==> src/rtl/io_trig_filter_pkg.sv <==
// Shared types and default widths for the trigger input filter and its register block.
package trig_pkg;

   typedef enum logic {
      IDLE = 1'b0,
      HOLD = 1'b1
   } trig_fsm_t;

   localparam int FILT_W_DEF = 16;
   localparam int HOLD_W_DEF = 24;
   localparam int CNT_W_DEF  = 32;

endpackage

==> src/rtl/io_trig_chan.sv <==
// One trigger channel: 2-flop sync, stability filter, rising-edge detect,
// holdoff FSM and accepted/dropped counters.
module io_trig_chan
   import trig_pkg::*;
#(
   parameter int FILT_W = FILT_W_DEF,
   parameter int HOLD_W = HOLD_W_DEF,
   parameter int CNT_W  = CNT_W_DEF
) (
   input  logic              clk,
   input  logic              rst,
   input  logic [FILT_W-1:0] filter_len,
   input  logic [HOLD_W-1:0] holdoff,
   input  logic              trig_en,
   input  logic              cnt_clr,
   input  logic              din,
   output logic              filt_level,
   output logic              trig_pulse,
   output logic [CNT_W-1:0]  trig_cnt,
   output logic [CNT_W-1:0]  drop_cnt
);

   logic [1:0]        sync;
   logic [FILT_W-1:0] stab_cnt;
   logic              filt_level_d;
   logic              rise;
   logic              accept;
   logic              drop;
   logic [HOLD_W-1:0] hold_cnt;
   logic [HOLD_W-1:0] hold_nxt;
   trig_fsm_t         state;
   trig_fsm_t         state_nxt;

   // sync[1] is the synchronised sample; filt_level only flips after a full
   // run of disagreeing samples, any agreement restarts the window.
   always_ff @(posedge clk) begin
      if (!rst) begin
         sync         <= '0;
         stab_cnt     <= '0;
         filt_level   <= 1'b0;
         filt_level_d <= 1'b0;
      end else begin
         sync         <= {sync[0], din};
         filt_level_d <= filt_level;
         if (sync[1] == filt_level) begin
            stab_cnt <= '0;
         end else if (stab_cnt == filter_len) begin
            filt_level <= sync[1];
            stab_cnt   <= '0;
         end else begin
            stab_cnt <= stab_cnt + FILT_W'(1);
         end
      end
   end

   assign rise = filt_level & ~filt_level_d;

   always_ff @(posedge clk) begin
      if (!rst) begin
         state    <= IDLE;
         hold_cnt <= '0;
      end else begin
         state    <= state_nxt;
         hold_cnt <= hold_nxt;
      end
   end

   always_comb begin
      state_nxt = state;
      hold_nxt  = hold_cnt;
      accept    = 1'b0;
      drop      = 1'b0;
      case (state)
         IDLE: begin
            if (rise && trig_en) begin
               accept = 1'b1;
               if (holdoff != '0) begin
                  hold_nxt  = holdoff;
                  state_nxt = HOLD;
               end
            end
         end
         HOLD: begin
            // countdown runs regardless of the enable; the exit cycle still drops
            hold_nxt = hold_cnt - HOLD_W'(1);
            if (hold_cnt == HOLD_W'(1)) state_nxt = IDLE;
            if (rise && trig_en) drop = 1'b1;
         end
         default: state_nxt = IDLE;
      endcase
   end

   always_ff @(posedge clk) begin
      if (!rst) begin
         trig_pulse <= 1'b0;
         trig_cnt   <= '0;
         drop_cnt   <= '0;
      end else begin
         trig_pulse <= accept;
         trig_cnt   <= cnt_clr ? '0 : trig_cnt + CNT_W'(accept);
         drop_cnt   <= cnt_clr ? '0 : drop_cnt + CNT_W'(drop);
      end
   end

endmodule

==> src/rtl/io_trig_filter.sv <==
// Two independent trigger channels sharing one register set; fan-out only.
module io_trig_filter
   import trig_pkg::*;
#(
   parameter int FILT_W = FILT_W_DEF,
   parameter int HOLD_W = HOLD_W_DEF,
   parameter int CNT_W  = CNT_W_DEF
) (
   input  logic              clk,
   input  logic              rst,
   input  logic [FILT_W-1:0] reg_filter_len,
   input  logic [HOLD_W-1:0] reg_holdoff,
   input  logic [1:0]        reg_trig_en,
   input  logic              reg_cnt_clr,
   input  logic              pol_io_input_0,
   input  logic              pol_io_input_1,
   output logic              filt_level_0,
   output logic              filt_level_1,
   output logic              trig_pulse_0,
   output logic              trig_pulse_1,
   output logic [CNT_W-1:0]  trig_cnt_0,
   output logic [CNT_W-1:0]  trig_cnt_1,
   output logic [CNT_W-1:0]  drop_cnt_0,
   output logic [CNT_W-1:0]  drop_cnt_1
);

   logic [1:0]            din;
   logic [1:0]            lvl;
   logic [1:0]            pulse;
   logic [1:0][CNT_W-1:0] tcnt;
   logic [1:0][CNT_W-1:0] dcnt;

   assign din = {pol_io_input_1, pol_io_input_0};

   for (genvar i = 0; i < 2; i++) begin : g_chan
      io_trig_chan #(
         .FILT_W (FILT_W),
         .HOLD_W (HOLD_W),
         .CNT_W  (CNT_W)
      ) u_chan (
         .clk        (clk),
         .rst        (rst),
         .filter_len (reg_filter_len),
         .holdoff    (reg_holdoff),
         .trig_en    (reg_trig_en[i]),
         .cnt_clr    (reg_cnt_clr),
         .din        (din[i]),
         .filt_level (lvl[i]),
         .trig_pulse (pulse[i]),
         .trig_cnt   (tcnt[i]),
         .drop_cnt   (dcnt[i])
      );
   end

   assign filt_level_0 = lvl[0];
   assign filt_level_1 = lvl[1];
   assign trig_pulse_0 = pulse[0];
   assign trig_pulse_1 = pulse[1];
   assign trig_cnt_0   = tcnt[0];
   assign trig_cnt_1   = tcnt[1];
   assign drop_cnt_0   = dcnt[0];
   assign drop_cnt_1   = dcnt[1];

endmodule

==> config.mk <==
export PLATFORM = sky130hd
export DESIGN_NAME = io_trig_filter
export DESIGN_NICKNAME = d
export VERILOG_FILES = /design/src/rtl/io_trig_filter_pkg.sv /design/src/rtl/io_trig_chan.sv /design/src/rtl/io_trig_filter.sv
export SDC_FILE = /design/constraint.sdc
export NUM_CORES = 1
export LEC_CHECK = 0
export BUFFER_PORTS_ARGS = -buffer_cell sky130_fd_sc_hd__buf_2
export CORE_ASPECT_RATIO = 0.8
export CORE_UTILIZATION = 40
export CTS_BUF_LIST = sky130_fd_sc_hd__clkbuf_2
export CTS_CLUSTER_SIZE = 24
export DETAILED_ROUTE_END_ITERATION = 10
export PLACE_DENSITY = 0.7
export SYNTH_ARGS = -nofsm -noshare
export SYNTH_HDL_FRONTEND = slang
export SYNTH_SLANG_ARGS = --single-unit
==> constraint.sdc <==
create_clock -name clk -period 2.92 [get_ports clk]
set_clock_uncertainty 0.2 [all_clocks]
set_input_delay 0.584 -clock clk [delete_from_list [all_inputs] [get_ports clk]]
set_output_delay 0.584 -clock clk [all_outputs]
set_load 0.05 [all_outputs]
== After elaboration in Yosys (flattened, before gate mapping) ==
Cells that the tools add are included.

* Register bits: 220
* Input port bits: 47
* Output and inout bits: 132
* Logic and storage cells: 73

* $add $sub $neg: 8
* Eq/ne operators: 10
* Muxes and demuxes: 18
* Bitwise logic cells: 9
* Reduce and logical (&&, ||, !) cells: 10

{| class="wikitable"
|+ Operators by type and width
! kind !! count
|-
| $add 32x1->32 || 4
|-
| $pmux 24 s2 || 2
|-
| $mux 24 || 3
|-
| $eq 24x1->1 const B || 2
|-
| $sub 24x1->24 const B || 2
|-
| $add 16x1->16 const B || 2
|-
| $eq 16x16->1 || 2
|-
| $reduce_bool 24->1 || 1
|-
| $mux 1 || 11
|-
| $reduce_and 2->1 || 4
|-
| $not 1->1 || 7
|-
| $ne 2x1->1 const B || 3
|-
| $reduce_or 3->1 || 2
|-
| $pmux 1 s2 || 2
|-
| $and 1x1->1 || 2
|-
| $eq 1x1->1 || 2
|-
| $logic_and 1x1->1 || 2
|-
| $ne 2x2->1 const B || 1
|-
| $reduce_or 2->1 || 1
|}

== Longest topological paths before layout ==
Gate-level depths: netlist of run 1.

* Depth in word-level cells: 6
* Mapped depth: 12
* Mapped depth without buffers: 9

== Modules after synthesis ==
From an unflattened synthesis of run 1, not the netlist that was laid out.

* Cell total of the unflattened synthesis: 1222
* Area total of the unflattened synthesis: 10600.2 µm²

{| class="wikitable"
|+ By module, submodules not included
! module !! times used !! cells an instance !! area an instance (µm²) !! seq. area each (µm²)
|-
| io_trig_chan || 2 || 611 || 5300.1 || 2202.1
|}

== Worst setup path after synthesis of run 1 ==
No wires, ideal clock.

* Path kind: flip-flop to flip-flop
* Start: register g_chan[1].u_chan.filt_level
* End: register g_chan[1].u_chan.trig_cnt[30]
* Setup time: 0.071 ns
* Arrival: 3.035 ns
* Required time: 2.649 ns
* Slack: -0.385 ns
* Cell stages (with the launch flop): 11
* Path buffers: 1
* Clock period less this slack: 3.305 ns
* Path through: dfxtp_1 nand3b_1 nor2_1 clkbuf_1 ha_1 ha_1 nand2_1 nor2_1 nand4_1 or3_1 a21oi_1

* Word-level cells in the longest chain between the ends: 5

{| class="wikitable"
|+ Ends and longest elaborated chain
! element !! line !! text
|-
| start, declared || io_trig_chan.sv:17 || <nowiki>output logic filt_level,</nowiki>
|-
| start signal, assigned || io_trig_chan.sv:48 || <nowiki>filt_level <= sync[1];</nowiki>
|-
| $and 1x1->1 || io_trig_chan.sv:56 || <nowiki>assign rise = filt_level & ~filt_level_d;</nowiki>
|-
| $logic_and 1x1->1 || io_trig_chan.sv:75 || <nowiki>if (rise && trig_en) begin</nowiki>
|-
| $mux 1 || io_trig_chan.sv:75 ||
|-
| $mux 1 || io_trig_chan.sv:73 || <nowiki>case (state)</nowiki>
|-
| via g_chan[1].u_chan.accept || io_trig_chan.sv:27 || <nowiki>logic accept;</nowiki>
|-
| $add 32x1->32 || io_trig_chan.sv:100 || <nowiki>trig_cnt <= cnt_clr ? '0 : trig_cnt + CNT_W'(accept);</nowiki>
|-
| end signal, assigned || io_trig_chan.sv:100 ||
|-
| end, declared || io_trig_chan.sv:19 || <nowiki>output logic [CNT_W-1:0] trig_cnt,</nowiki>
|}

The timed path passes the listed nets, and every way through them passes these cells.
A chain may end at the register's enable or synchronous reset.

== Worst setup path after layout of run 1 ==
* Start: input port reg_trig_en[0]
* End: register g_chan[0].u_chan.drop_cnt[26]

* Word-level cells in the longest chain between the ends: 4

{| class="wikitable"
|+ Ends and longest elaborated chain
! element !! line !! text
|-
| start, declared || io_trig_filter.sv:13 || <nowiki>input logic [1:0] reg_trig_en,</nowiki>
|-
| $logic_and 1x1->1 || io_trig_chan.sv:87 || <nowiki>if (rise && trig_en) drop = 1'b1;</nowiki>
|-
| $mux 1 || io_trig_chan.sv:87 ||
|-
| $mux 1 || io_trig_chan.sv:73 ||
|-
| $add 32x1->32 || io_trig_chan.sv:101 || <nowiki>drop_cnt <= cnt_clr ? '0 : drop_cnt + CNT_W'(drop);</nowiki>
|-
| end signal, assigned || io_trig_chan.sv:101 ||
|-
| end, declared || io_trig_chan.sv:20 || <nowiki>output logic [CNT_W-1:0] drop_cnt</nowiki>
|}

Every way passes these cells.

==> results of run 1 <==
[registers in the layout (all words and copies together), names as in the netlist]
register and flops:
g_chan.u_chan.drop_cnt 64, g_chan.u_chan.trig_cnt 64, g_chan.u_chan.hold_cnt 48, g_chan.u_chan.stab_cnt 32, g_chan.u_chan.sync 4, g_chan.u_chan.filt_level 2, g_chan.u_chan.filt_level_d 2, g_chan.u_chan.state 2
g_chan.u_chan.trig_pulse 2
[synth_stat cells, drive strengths merged, types with 6 or more instances]
master,instances,share of area [%]
dfxtp,220,42
nor2,179,6.4
xor2,127,11
nand3,83,4.1
nand2,73,2.6
xnor2,63,5.3
nand4,44,2.7
nor4,42,3.0
clkbuf,40,1.4
a21oi,37,1.8
nor3,29,1.5
o21ai,27,1.3
and3,22,1.3
inv,21,0.75
or3,20,1.2
and2,17,1.0
and4,15,1.3
ha,14,1.7
mux2i,12,1.2
or4,10,0.86
a31oi,9,0.54
a211oi,7,0.50
o221a,6,0.65
[final cells by class]
class | instances | area [um^2]
inverter | 22 | 82.58
clock buffer | 83 | 415.4
fill | 2437 | 12750
timing repair buffer | 246 | 1484
clock inverter | 15 | 57.56
tap | 351 | 439.2
multi-input combinational | 909 | 5804
sequential | 220 | 4407
[metrics by stage]
| step | power, mW | util [%] | area (um^2) | setup WS, ps |
|---|---|---|---|---|
| after floorplan | 3.136 | - | 10450 | 13.84 |
| final | 5.191 | 49.88 | 12690 | 361.3 |
| after global placement | 3.220 | 46.92 | 11940 | 89.14 |
| after global routing | 5.463 | 49.88 | 12690 | 122.9 |
| after CTS | 5.289 | 49.88 | 12690 | 360.8 |
| after detailed placement | 3.220 | 46.92 | 11940 | 45.44 |
[layer usage]
layer / up-vias / wire length [um]
li1: 4780 / -
met1: 4422 / 13080
met2: 318 / 11890
met3: 52 / 2060
met4: 0 / 539
met5: - / 0
[cells in the final DEF (no fill, tap or decap), drive strengths merged, types with 4 or more instances in the layout]
| cell type | netlist | routed |
|---|---|---|
| dfxtp | 220 | 220 |
| buf | 4 | 218 |
| nor2 | 179 | 179 |
| xor2 | 127 | 127 |
| clkbuf | 40 | 83 |
| nand3 | 83 | 83 |
| nand2 | 73 | 73 |
| xnor2 | 63 | 63 |
| nand4 | 44 | 44 |
| nor4 | 42 | 42 |
| a21oi | 37 | 37 |
| nor3 | 29 | 29 |
| dlygate4sd3 | 0 | 28 |
| o21ai | 27 | 27 |
| and3 | 22 | 22 |
| inv | 21 | 22 |
| or3 | 20 | 20 |
| and2 | 17 | 17 |
| and4 | 15 | 15 |
| clkinv | 1 | 15 |
| ha | 14 | 14 |
| mux2i | 12 | 12 |
| or4 | 10 | 10 |
| a31oi | 9 | 9 |
| a211oi | 7 | 7 |
| o221a | 6 | 6 |
| o22ai | 5 | 5 |
| o311a | 5 | 5 |
| a22oi | 5 | 5 |
| or2 | 5 | 5 |
| nand3b | 4 | 4 |
| o31a | 4 | 4 |
| o21a | 4 | 4 |
| o221ai | 4 | 4 |
[power by group through the flow]
stage | combinational, mW | sequential (mW) | clock (mW)
2_1_floorplan | 0.0636 | 3.07 | 0
3_3_place_gp | 0.146 | 3.07 | 0
3_5_place_dp | 0.147 | 3.07 | 0
4_1_cts | 0.176 | 3.00 | 2.11
5_1_grt | 0.192 | 3.01 | 2.27
6_report | 0.177 | 3.00 | 2.01
[worst min path at each step]
stage / startpoint / to / slack [ps] / depth (start not counted)
after floorplan: g_chan[0].u_chan.sync[0]$_SDFF_PN0_ / g_chan[0].u_chan.sync[1]$_SDFF_PN0_ / 210 / 1
after global placement: g_chan[0].u_chan.sync[0]$_SDFF_PN0_ / g_chan[0].u_chan.sync[1]$_SDFF_PN0_ / 220 / 1
after detailed placement: g_chan[0].u_chan.sync[0]$_SDFF_PN0_ / g_chan[0].u_chan.sync[1]$_SDFF_PN0_ / 220 / 1
after CTS: reg_holdoff[11] / g_chan[1].u_chan.hold_cnt[11]$_SDFFE_PN0P_ / 10 / 4
after global routing: reg_holdoff[11] / g_chan[1].u_chan.hold_cnt[11]$_SDFFE_PN0P_ / 60 / 4
final: reg_holdoff[11] / g_chan[1].u_chan.hold_cnt[11]$_SDFFE_PN0P_ / 100 / 4
[cells by family after synthesis]
group	after synthesis	share of synthesized area (%)
and+or+nand+nor	559	28.05
DFF	220	42.17
xor gates and xnor gates	190	15.93
AOI/OAI and AO/OA	134	8.614
buffers and inverters	66	2.408
adders and majority gates	14	1.677
muxes	12	1.150
[worst register-to-register path, delay by kind of cell, from the launching register on]
family | cells | cell delay (ps)
xor+xnor | 1 | 150
fa+ha+maj | 2 | 420
buf+inv | 1 | 150
flops | 1 | 380
simple gates | 6 | 1170
==> results.sh, run 1 <==
export IMPL_port_buffers=178
export IMPL_cts_repair_resized=0
export IMPL_timing_hold_ws_ps=102.3
export IMPL_met2_usage_pct=30.84
export IMPL_use_met1_pct=29.13
export IMPL_ios=179
export IMPL_clk_latency_ps=830
export IMPL_syn_num_nets=1256
export IMPL_grtUsageMet3_pct=4.240
export IMPL_die_width_um=182.7
export IMPL_cts_max_level=2
export IMPL_path_clk_slew_ps=120
export IMPL_cts_tree="yes"
export IMPL_cts_hold_buffers=28
export IMPL_syn_to_final_growth_pct=21.51
export IMPL_synth_ff_type="dfxtp_1"
export IMPL_slowest_stage="or4_4"
export IMPL_switching_share_pct=26.32
export IMPL_synth_warnings=0
export IMPL_ys_seq_area_share_pct=42.17
export IMPL_drive_gt1_share_pct=22.47
export IMPL_grt_pass1_wl_mm=45.20
export IMPL_fin_crit_sh_pct=87.63
export IMPL_synth_seq_cells=220
export IMPL_vias_per_cell=5.185
export IMPL_syn_inst=1195
export IMPL_via_count=9572
export IMPL_startpoint_type="input port"
export IMPL_maxCapViolCount=0
export IMPL_crit_buf_inv=3
export IMPL_critPathTopFamily="simple AND/OR/NAND/NOR gates"
export IMPL_leakagePower_nw=5.281
export IMPL_antennaDiodeCount=0
export IMPL_hpwl_mm=19.31
export IMPL_min_period_ps=2559
export IMPL_cts_setup_buffers=0
export IMPL_cts_sinks=220
export IMPL_cp_max_fo=3
export IMPL_antenna_found_initial=0
export IMPL_die_h_um=146.5
export IMPL_synth_area_um2=10440
export IMPL_cts_root_buf="clkbuf_2"
export IMPL_critPathLaunch="reg_trig_en[0]"
export IMPL_powerDensity_nw_per_um2=409.1
export IMPL_crit_arrival_ps=3080
export IMPL_endpoint_kind="flip-flop"
export IMPL_path_class="input port to flip-flop"
export IMPL_r2r_end="g_chan[0].u_chan.drop_cnt[26]$_SDFF_PP0_"
export IMPL_grt_max_degree=100
export IMPL_dieArea_um2=26760
export IMPL_first_pass_iters=5
export IMPL_hp_class="input port to flip-flop"
export IMPL_required_ps=3440
export IMPL_start_util_pct=41.05
export IMPL_max_freq_mhz=390.8
export IMPL_rr_worst_depth=10
export IMPL_power_switching_mw=1.366
export IMPL_drt_iter0_drc=648
export IMPL_drc_errors=0
export IMPL_status="finished clean"
export IMPL_final_cell_count_no_fill=1846
export IMPL_synth_edff_count=0
export IMPL_globalRouteTotalUtil_pct=20.51
export IMPL_rows=52
export IMPL_seq_power_share_pct=57.9
export IMPL_hold_violations=0
export IMPL_power_internal_mw=3.825
export IMPL_wl_per_cell_um=14.94
export IMPL_place_inst=1720
export IMPL_crit_chain="dlygate4sd3_1, buf_2, nand3b_1, nor2_1, ha_1, ha_1, nand2_1, or4_4, buf_4, nor3_1, xnor2_1, nor2_1"
export IMPL_tns_ps=0
export IMPL_cts_buffers=57
export IMPL_clockBufferDepth=3
export IMPL_drt_wl_total_mm=27.57
export IMPL_rr_startpoint="g_chan[0].u_chan.filt_level$_SDFFE_PN0P_"
export IMPL_cp_slowest_stage_delay_ps=530
export IMPL_p_clk_share_pct=38.7
export IMPL_nets=1517
export IMPL_maxSlewHeadroom_pct=53.43
export IMPL_endpoint="g_chan[0].u_chan.drop_cnt[26]$_SDFF_PP0_"
export IMPL_grt_most_used_layer="met2"
export IMPL_gp_congestion=0.8951
export IMPL_finalSetupViolCount=0
export IMPL_overflow=0
export IMPL_worst_pin_slew_ps=693.1
export IMPL_power_share_combinational_pct=3.4
export IMPL_rsz0062_at_grt="false"
export IMPL_critical_path_depth=12
export IMPL_postSynth_asyncResetShare_pct=0
export IMPL_core_um2=25440
export IMPL_syn_avg_cell_area_um2=8.740
export IMPL_vdd_drop_max_mv=0.2091
export IMPL_rrSetupSlack_ps=380
export IMPL_synthDistinctLibCells=67
export IMPL_final_antenna_net_count=0
export IMPL_grt_pass1_vias=8982
export IMPL_maxSlewViolCount=0
(Power assumes the default switching activity.)
==> inputs of run 2 (changes only) <==
--- a/config.mk
+++ b/config.mk
@@ -8,7 +8,7 @@
 export BUFFER_PORTS_ARGS = -buffer_cell sky130_fd_sc_hd__buf_2
 export CORE_ASPECT_RATIO = 0.8
 export CORE_UTILIZATION = 40
-export CTS_BUF_LIST = sky130_fd_sc_hd__clkbuf_2
+export CTS_BUF_LIST = sky130_fd_sc_hd__clkbuf_16
 export CTS_CLUSTER_SIZE = 24
 export DETAILED_ROUTE_END_ITERATION = 10
 export PLACE_DENSITY = 0.7
==> run 2 against run 1 <==
Net effect: final area increased by 1.0%; core utilization increased by 0.51 points; worst setup slack lost 11 ps; clock power up 70%; die area stayed put; sequential cell count did not move; routed wire length down 1.8%; critical path type is now flip-flop to flip-flop; critical endpoint unchanged.
==> results.sh, run 2 (synthesis gave the netlist of run 1 again) <==
export IMPL_status="finished clean"
export IMPL_n_fill_cell=2382
export IMPL_start_util_pct=41.05
export IMPL_hp_class="input port to flip-flop"
export IMPL_cp_max_fo=6
export IMPL_drt_wl_total_mm=27.08
export IMPL_drive_gt1_share_pct=20.40
export IMPL_worst_pin_slew_ps=700.2
export IMPL_leakagePower_nw=5.227
export IMPL_hold_violations=0
export IMPL_gp_congestion=0.8951
export IMPL_path_class="flip-flop to flip-flop"
export IMPL_overflow=0
export IMPL_dieArea_um2=26760
export IMPL_core_um2=25440
export IMPL_fin_crit_sh_pct=87.99
export IMPL_via_count=9259
export IMPL_layout_common_cells="dfxtp_1 (218), nor2_1 (178), buf_2 (178), xor2_1 (127), nand3_1 (82)"
export IMPL_port_buffers=178
export IMPL_wl_per_cell_um=15.36
export IMPL_multi_input_area_um2=5804
export IMPL_path_clk_slew_ps=60
export IMPL_antenna_found_initial=0
export IMPL_seq_power_share_pct=45.8
export IMPL_p_clk_share_pct=52.0
export IMPL_drc_errors=0
export IMPL_cts_repair_resized=0
export IMPL_grt_max_degree=100
export IMPL_maxSlewViolCount=0
export IMPL_cts_setup_buffers=0
export IMPL_setup_slack_ps=350.6
export IMPL_fin_total_pwr_mw=6.566
export IMPL_cts_root_buf="clkbuf_16"
export IMPL_first_pass_iters=5
export IMPL_maxSlewHeadroom_pct=52.96
export IMPL_tns_ps=0
export IMPL_grt_pass1_wl_mm=44.39
export IMPL_utilization_pct=50.39
export IMPL_die_width_um=182.7
export IMPL_rsz0062_at_grt="false"
export IMPL_required_ps=3100
export IMPL_place_ws_ps=45.44
export IMPL_switching_share_pct=20.59
export IMPL_power_switching_mw=1.352
export IMPL_power_share_combinational_pct=2.2
export IMPL_cts_sinks=220
export IMPL_regArea_um2=4407
export IMPL_syn_to_final_growth_pct=22.75
export IMPL_final_antenna_net_count=0
export IMPL_die_h_um=146.5
export IMPL_cts_hold_buffers=0
export IMPL_hpwl_mm=19.31
export IMPL_crit_arrival_ps=2750
export IMPL_grt_pass1_vias=8546
export IMPL_final_common_cell="dfxtp_1"
export IMPL_nets=1457
export IMPL_min_period_ps=2569
export IMPL_vdd_drop_max_mv=0.3409
export IMPL_endpoint_kind="flip-flop"
export IMPL_power_internal_mw=5.214
export IMPL_powerDensity_nw_per_um2=512.1
export IMPL_cts_buffers=25
export IMPL_clk_latency_ps=510
export IMPL_vias_per_cell=5.252
export IMPL_maxCapViolCount=0
export IMPL_globalRouteTotalUtil_pct=20.05
export IMPL_antennaDiodeCount=0
export IMPL_rows=52
export IMPL_cts_max_level=1
export IMPL_clockBufferDepth=3
export IMPL_finalSetupViolCount=0
export IMPL_largest_registers="g_chan.u_chan.drop_cnt: 64 flops, g_chan.u_chan.trig_cnt: 64 flops, g_chan.u_chan.hold_cnt: 48 flops"
export IMPL_drt_iter0_drc=613
export IMPL_startpoint_type="flip-flop"
export IMPL_max_freq_mhz=389.2
export IMPL_ios=179
export IMPL_cts_tree="yes"
run 2: changes by cell type in the layout (fill, tap and decap cells not counted), sizes merged:
cell         previous run  this run
dlygate4sd3            28         0
clkinv                 15        12
inv                    22        21
bufinv                  0         7
clkbuf                 83        25
run 2: worst paths after layout:
kind,depth (start not counted),slack (ps),end,startpoint
worst max-delay path,10,350,g_chan[0].u_chan.drop_cnt[26]$_SDFF_PP0_,g_chan[0].u_chan.filt_level$_SDFFE_PN0P_
worst min register to register,1,230,g_chan[0].u_chan.sync[1]$_SDFF_PN0_,g_chan[0].u_chan.sync[0]$_SDFF_PN0_
worst max register to register,10,350,g_chan[0].u_chan.drop_cnt[26]$_SDFF_PP0_,g_chan[0].u_chan.filt_level$_SDFFE_PN0P_
worst min-delay path,2,80,g_chan[0].u_chan.sync[0]$_SDFF_PN0_,pol_io_input_0
run 2: power by group through the flow:
stage               sequential [mW]  combinational [mW]  clock, mW
floorplan                      3.07              0.0636          0
global placement               3.07               0.146          0
detailed placement             3.07               0.147          0
CTS                            3.01               0.148       3.49
global route                   3.00               0.160       3.63
finish                         3.01               0.147       3.41
run 2: layer usage:
metal  GRT usage [%]  wire, um
met1           29.70     13170
met2           30.21     11560
met3           2.819      1778
met4           5.336       573
met5               0         0
run 2: metrics by stage:
| stage | hold slack (ps) | instance area [um^2] | instances |
|---|---|---|---|
| floorplan | 211.9 | 10450 | 1195 |
| finish | 78.28 | 12820 | 1763 |
| detailed placement | 220.3 | 11940 | 1720 |
| global placement | 217.2 | 11940 | 1720 |
| CTS | 64.32 | 12820 | 1763 |
| global route | 72.38 | 12820 | 1763 |
run 2: area by class of cell:
| type | count | area share (%) |
|---|---|---|
| tap | 351 | 3.426 |
| sequential | 220 | 34.37 |
| clock inverter | 18 | 2.011 |
| clock buffer | 25 | 4.880 |
| timing repair buffer | 218 | 9.389 |
| inverter | 22 | 0.6442 |
| multi-input combinational | 909 | 45.28 |
run 2: worst max-delay path, cell delays in order, from the launching register on:
cell	delay, ps
dfxtp_2	370
nand3b_1	160
nor2_1	160
ha_1	210
ha_1	190
nand2_1	80
or4_4	520
buf_4	150
nor3_1	200
xnor2_1	150
nor2_1	50
